### src/rtl/cpu_pkg.sv
// Shared pipeline encodings: ALU opcodes, shifter/memory modes and the
// control word that represents an empty EX slot.
package cpu_pkg;

  localparam logic [3:0] OP_SUB = 4'b0010;
  localparam logic [3:0] OP_ADD = 4'b0100;

  localparam logic [1:0] SM_IMM      = 2'b00;
  localparam logic [1:0] SM_REG_IMM  = 2'b01;
  localparam logic [1:0] SM_REG_REG  = 2'b10;
  localparam logic [1:0] SM_ROT_IMM  = 2'b11;

  localparam logic [1:0] MM_WORD     = 2'b00;
  localparam logic [1:0] MM_BYTE     = 2'b01;
  localparam logic [1:0] MM_HALF     = 2'b10;
  localparam logic [1:0] MM_DOUBLE   = 2'b11;

  typedef struct packed {
    logic [3:0] op;
    logic [1:0] sm;
    logic [1:0] mm;
    logic       load_instr;
    logic       rf;
    logic       rw;
    logic       data;
    logic       shift_imm;
  } ex_ctrl_t;

  localparam ex_ctrl_t CTRL_BUBBLE = '0;

endpackage

### src/rtl/hazard_detect.sv
// Load-use hazard compare between the load sitting in EX and the
// register operands of the instruction currently in ID.
module hazard_detect (
  input  logic       ex_load_instr,
  input  logic       ex_rf,
  input  logic [3:0] ex_rd,
  input  logic       id_rn_used,
  input  logic [3:0] id_rn,
  input  logic       id_rm_used,
  input  logic [3:0] id_rm,
  input  logic       id_rw,
  input  logic [3:0] id_rd,
  output logic       hazard
);

  logic rn_hit;
  logic rm_hit;
  logic rd_hit;

  always_comb begin
    rn_hit = id_rn_used && (id_rn == ex_rd);
    rm_hit = id_rm_used && (id_rm == ex_rd);
    rd_hit = id_rw      && (id_rd == ex_rd);
    hazard = ex_load_instr && ex_rf && (rn_hit || rm_hit || rd_hit);
  end

endmodule

### src/rtl/id_ex_stage.sv
// ID/EX pipeline register with load-use stall, flush squash and a
// saturating count of injected bubbles.
module id_ex_stage
  import cpu_pkg::*;
#(
  parameter int DATA_W = 32,
  parameter int CNT_W  = 16
) (
  input  logic              clk,
  input  logic              rst_n,
  input  logic [3:0]        OP,
  input  logic [1:0]        Sm,
  input  logic [1:0]        Mm,
  input  logic              ID_load_instr,
  input  logic              ID_RF,
  input  logic              ID_RW,
  input  logic              ID_Data,
  input  logic              ID_shift_imm,
  input  logic              ID_RF_clear,
  input  logic [DATA_W-1:0] ID_RnVal,
  input  logic [DATA_W-1:0] ID_RmVal,
  input  logic [DATA_W-1:0] ID_RdVal,
  input  logic [11:0]       ID_shifter,
  input  logic [3:0]        ID_Rn,
  input  logic [3:0]        ID_Rm,
  input  logic [3:0]        ID_Rd,
  input  logic              ID_Rn_used,
  input  logic              ID_Rm_used,
  input  logic              flush,
  output logic [3:0]        EX_OP,
  output logic [1:0]        EX_Sm,
  output logic [1:0]        EX_Mm,
  output logic              EX_load_instr,
  output logic              EX_RF,
  output logic              EX_RW,
  output logic              EX_Data,
  output logic              EX_shift_imm,
  output logic [DATA_W-1:0] EX_RnVal,
  output logic [DATA_W-1:0] EX_RmVal,
  output logic [DATA_W-1:0] EX_RdVal,
  output logic [11:0]       EX_shifter,
  output logic [3:0]        EX_Rd,
  output logic              stall,
  output logic [CNT_W-1:0]  bubble_cnt
);

  ex_ctrl_t            ctrl_q, ctrl_d;
  logic [DATA_W-1:0]   rn_val_q, rn_val_d;
  logic [DATA_W-1:0]   rm_val_q, rm_val_d;
  logic [DATA_W-1:0]   rd_val_q, rd_val_d;
  logic [11:0]         shifter_q, shifter_d;
  logic [3:0]          rd_q, rd_d;
  logic [CNT_W-1:0]    bubble_cnt_q, bubble_cnt_d;
  logic                hazard;
  logic                inject;
  logic                squash;

  hazard_detect u_hazard (
    .ex_load_instr (ctrl_q.load_instr),
    .ex_rf         (ctrl_q.rf),
    .ex_rd         (rd_q),
    .id_rn_used    (ID_Rn_used),
    .id_rn         (ID_Rn),
    .id_rm_used    (ID_Rm_used),
    .id_rm         (ID_Rm),
    .id_rw         (ID_RW),
    .id_rd         (ID_Rd),
    .hazard        (hazard)
  );

  // Only stall/flush bubbles are counted; decoder NOPs also squash EX.
  always_comb begin
    stall  = hazard && !flush;
    inject = stall || flush;
    squash = inject || !ID_RF_clear;

    ctrl_d    = '{op: OP, sm: Sm, mm: Mm, load_instr: ID_load_instr, rf: ID_RF,
                  rw: ID_RW, data: ID_Data, shift_imm: ID_shift_imm};
    rn_val_d  = ID_RnVal;
    rm_val_d  = ID_RmVal;
    rd_val_d  = ID_RdVal;
    shifter_d = ID_shifter;
    rd_d      = ID_Rd;
    if (squash) begin
      ctrl_d    = CTRL_BUBBLE;
      rn_val_d  = '0;
      rm_val_d  = '0;
      rd_val_d  = '0;
      shifter_d = '0;
      rd_d      = '0;
    end

    bubble_cnt_d = bubble_cnt_q;
    if (inject && !(&bubble_cnt_q))
      bubble_cnt_d = bubble_cnt_q + CNT_W'(1);
  end

  always_ff @(posedge clk or negedge rst_n) begin
    if (!rst_n) begin
      ctrl_q       <= CTRL_BUBBLE;
      rn_val_q     <= '0;
      rm_val_q     <= '0;
      rd_val_q     <= '0;
      shifter_q    <= '0;
      rd_q         <= '0;
      bubble_cnt_q <= '0;
    end else begin
      ctrl_q       <= ctrl_d;
      rn_val_q     <= rn_val_d;
      rm_val_q     <= rm_val_d;
      rd_val_q     <= rd_val_d;
      shifter_q    <= shifter_d;
      rd_q         <= rd_d;
      bubble_cnt_q <= bubble_cnt_d;
    end
  end

  assign EX_OP         = ctrl_q.op;
  assign EX_Sm         = ctrl_q.sm;
  assign EX_Mm         = ctrl_q.mm;
  assign EX_load_instr = ctrl_q.load_instr;
  assign EX_RF         = ctrl_q.rf;
  assign EX_RW         = ctrl_q.rw;
  assign EX_Data       = ctrl_q.data;
  assign EX_shift_imm  = ctrl_q.shift_imm;
  assign EX_RnVal      = rn_val_q;
  assign EX_RmVal      = rm_val_q;
  assign EX_RdVal      = rd_val_q;
  assign EX_shifter    = shifter_q;
  assign EX_Rd         = rd_q;
  assign bubble_cnt    = bubble_cnt_q;

endmodule

### config.mk
export PLATFORM = sky130hd
export DESIGN_NAME = id_ex_stage
export DESIGN_NICKNAME = d
export VERILOG_FILES = /design/src/rtl/cpu_pkg.sv /design/src/rtl/hazard_detect.sv /design/src/rtl/id_ex_stage.sv
export SDC_FILE = /design/constraint.sdc
export NUM_CORES = 1
export LEC_CHECK = 0
export BUFFER_PORTS_ARGS = -buffer_cell sky130_fd_sc_hd__buf_2
export CAP_MARGIN = 5
export CORE_MARGIN = 2
export CORE_UTILIZATION = 45
export DETAILED_ROUTE_END_ITERATION = 12
export GPL_TIMING_DRIVEN = 0
export HOLD_SLACK_MARGIN = 0.06
export PLACE_DENSITY_LB_ADDON = 0.08
export SLEW_MARGIN = 20
export SYNTH_ARGS = -nofsm -noshare
export SYNTH_HDL_FRONTEND = slang
export SYNTH_SLANG_ARGS = --single-unit
### constraint.sdc
create_clock -name clk -period 5 [get_ports clk]
set_input_delay 1 -clock clk [delete_from_list [all_inputs] [get_ports clk]]
set_output_delay 1 -clock clk [all_outputs]
set_load 0.05 [all_outputs]
==> out/results.tsv <==
metric	value	unit
setup_viol	0	
crit_fanout	2	
status	complete, no violations	
synthCells	359	
yosysWarningCount	0	
drtIter0Drc	148	
io_pins	281	
synth_cell_types	27	
worst_pin_slew	0.496	ns
p_leak	4.11	nW
via_count	3640	
nNetsFinal	799	
place_congestion	0.765	
fin_crit	3.28	ns
clock_path_buffers	2	
maxCapViolations	0	
hold_ws	0.396	ns
synth_top_area_frac	0.699	
fin_skew	0.00632	ns
yosys.area.top_type	dfrtp_1	
finalWorstSetupSlack	1.72	ns
start_kind	input pin	
ir_drop	241	uV
critPathKind	input pin to output pin	
cts_sinks	141	
layout_commonest_cell	buf_2	
dieArea	0.0121	sq mm
io_buffers	280	
cts_tree	done	
cts-htree-levels	4	
drtAntennaViolNets	0	
start_util	0.464	
fin_area	0.00730	sq mm
netlist_area	0.00505	sq mm
rows	38	
rsz0062_at_grt	no	
syn_to_final_growth	44.6	%
tns	0	ns
hold_violations	0	
synth-seq-cells	141	
crit_arrival	2.28	ns
cts_made_buffers	17	
dr.pass1.iters	6	
design.core.area	0.0109	sq mm
wire_per_inst	15.3	microns
ctsResizeCount	0	
max-slew-margin-rel	0.669	
cp.required	4.00	ns
seq_area_frac_synth	0.699	
clk_pin_slew	0.05	ns
power_density	419	mW/mm^2
grt_overflow_total	0	
pre_cts_ws	1.72	ns
post-cts-setup-buffer-count	0	
end_kind	output pin	
holdBufCountCts	0	
slew_violations	0	
grt_usage	0.211	
clk_latency	0.53	ns
netlist_top_cells_area	dfrtp_1, and2_1, xnor2_1, nand3_2, buf_6	
fp.dieH	110	microns
routed_wl	12500	microns
drc_errors	0	
dp_cells	780	
drive_above_1_share	0.504	
min_path_type	input pin to async pin	
grt_pass1_vias	3731	
avgViaCountPerCell	4.47	
placed_area	0.00666	sq mm
dp_hpwl	9430	microns
grt_pass1_wl	18500	microns
finalCritPeriodShare	0.656	
max_freq	305	MHz
syn_nets	499	
antenna_found_initial	2	
mostFrequentLayoutCells	buf_2, dfrtp_1, and2_1, xnor2_1, clkbuf_16	
synth.avg_cell_area	14.1	sq um
die_x	110	microns
root_buffer	clkbuf_8	
fin_cells	814	
grt_max_degree	78	
==> registers in the layout (all words and copies together), names as in the netlist, 2 cells and up <==
signal and flops:
EX_Mm 2, EX_RmVal 32, EX_RdVal 32, bubble_cnt 16, EX_OP 4, EX_shifter 12, EX_Sm 2, EX_RnVal 32
EX_Rd 4
==> metal layers <==
metal / vias to the layer above / share of wire / routed length, microns / global-route usage
li1: 1737 / - / - / -
met1: 1706 / 0.36 / 4450 / 0.227
met2: 176 / 0.51 / 6360 / 0.350
met3: 21 / 0.11 / 1380 / 0.101
met4: 0 / 0.023 / 286 / 0.0986
met5: - / 0 / 0 / 0
==> report_power, final <==
part / internal [W] / switching [W]
registers: 0.00121 / 0.0000448
clock network: 0.000865 / 0.000445
logic: 0.000146 / 0.000348
total: 0.00222 / 0.000837
==> kinds of logic after synthesis <==
logic type	Yosys count	synth area share
xor+xnor	26	0.0451
compound gates	1	0.00124
fa+ha+maj	1	0.00248
mux	2	0.00446
simple gates	170	0.220
flops	141	0.699
buf+inv	18	0.0278
==> worst max-delay path: stages <==
cell and delay (ns):
buf_2 0.10, xor2_1 0.13, or4_4 0.56, a31oi_1 0.19
buf_2 0.29
==> Yosys cell counts (all sizes together) <==
cell type  number
nand2           7
xnor2          19
or3             1
and4            1
dfrtp         141
mux2            2
nor2            5
nand3          14
nor3            1
and3            7
a31oi           1
inv             2
and2          125
ha              1
nand4b          1
nand4           6
clkbuf          7
xor2            7
or4             2
buf             9
==> path summary, 6_finish.rpt <==
kind                                             from                    endpoint  slack, ns  cells after the start
max                                          ID_Rm[1]                       stall       1.72                      5
min                                             rst_n          EX_Mm[0]$_DFF_PN0_       0.40                      1
max reg2reg                        EX_Rd[0]$_DFF_PN0_          EX_Mm[0]$_DFF_PN0_       2.90                      6
min reg2reg                bubble_cnt[15]$_DFFE_PN0P_  bubble_cnt[15]$_DFFE_PN0P_       0.50                      1
max in group asynchronous                       rst_n       EX_RdVal[4]$_DFF_PN0_       3.88                      2
min in group clk           bubble_cnt[15]$_DFFE_PN0P_  bubble_cnt[15]$_DFFE_PN0P_       0.50                      1
==> layout make-up <==
type | count | area (sq um)
clock inverters | 4 | 97.6
fillers | 858 | 3590
repair buffers | 281 | 1440
flip-flops and latches | 141 | 3530
well taps | 140 | 175
diodes | 3 | 7.51
plain buffers | 16 | 133
clock buffers | 27 | 532
inverters | 2 | 7.51
multi-input cells | 200 | 1380
==> stage by stage <==
step                      utilization  power, W
after global placement          0.609   0.00176
after global routing            0.670   0.00317
final                           0.671   0.00306
after detailed placement        0.612   0.00177
after floorplan                     -   0.00159
after CTS                       0.670   0.00308
Power figures use the tool's default switching activity.
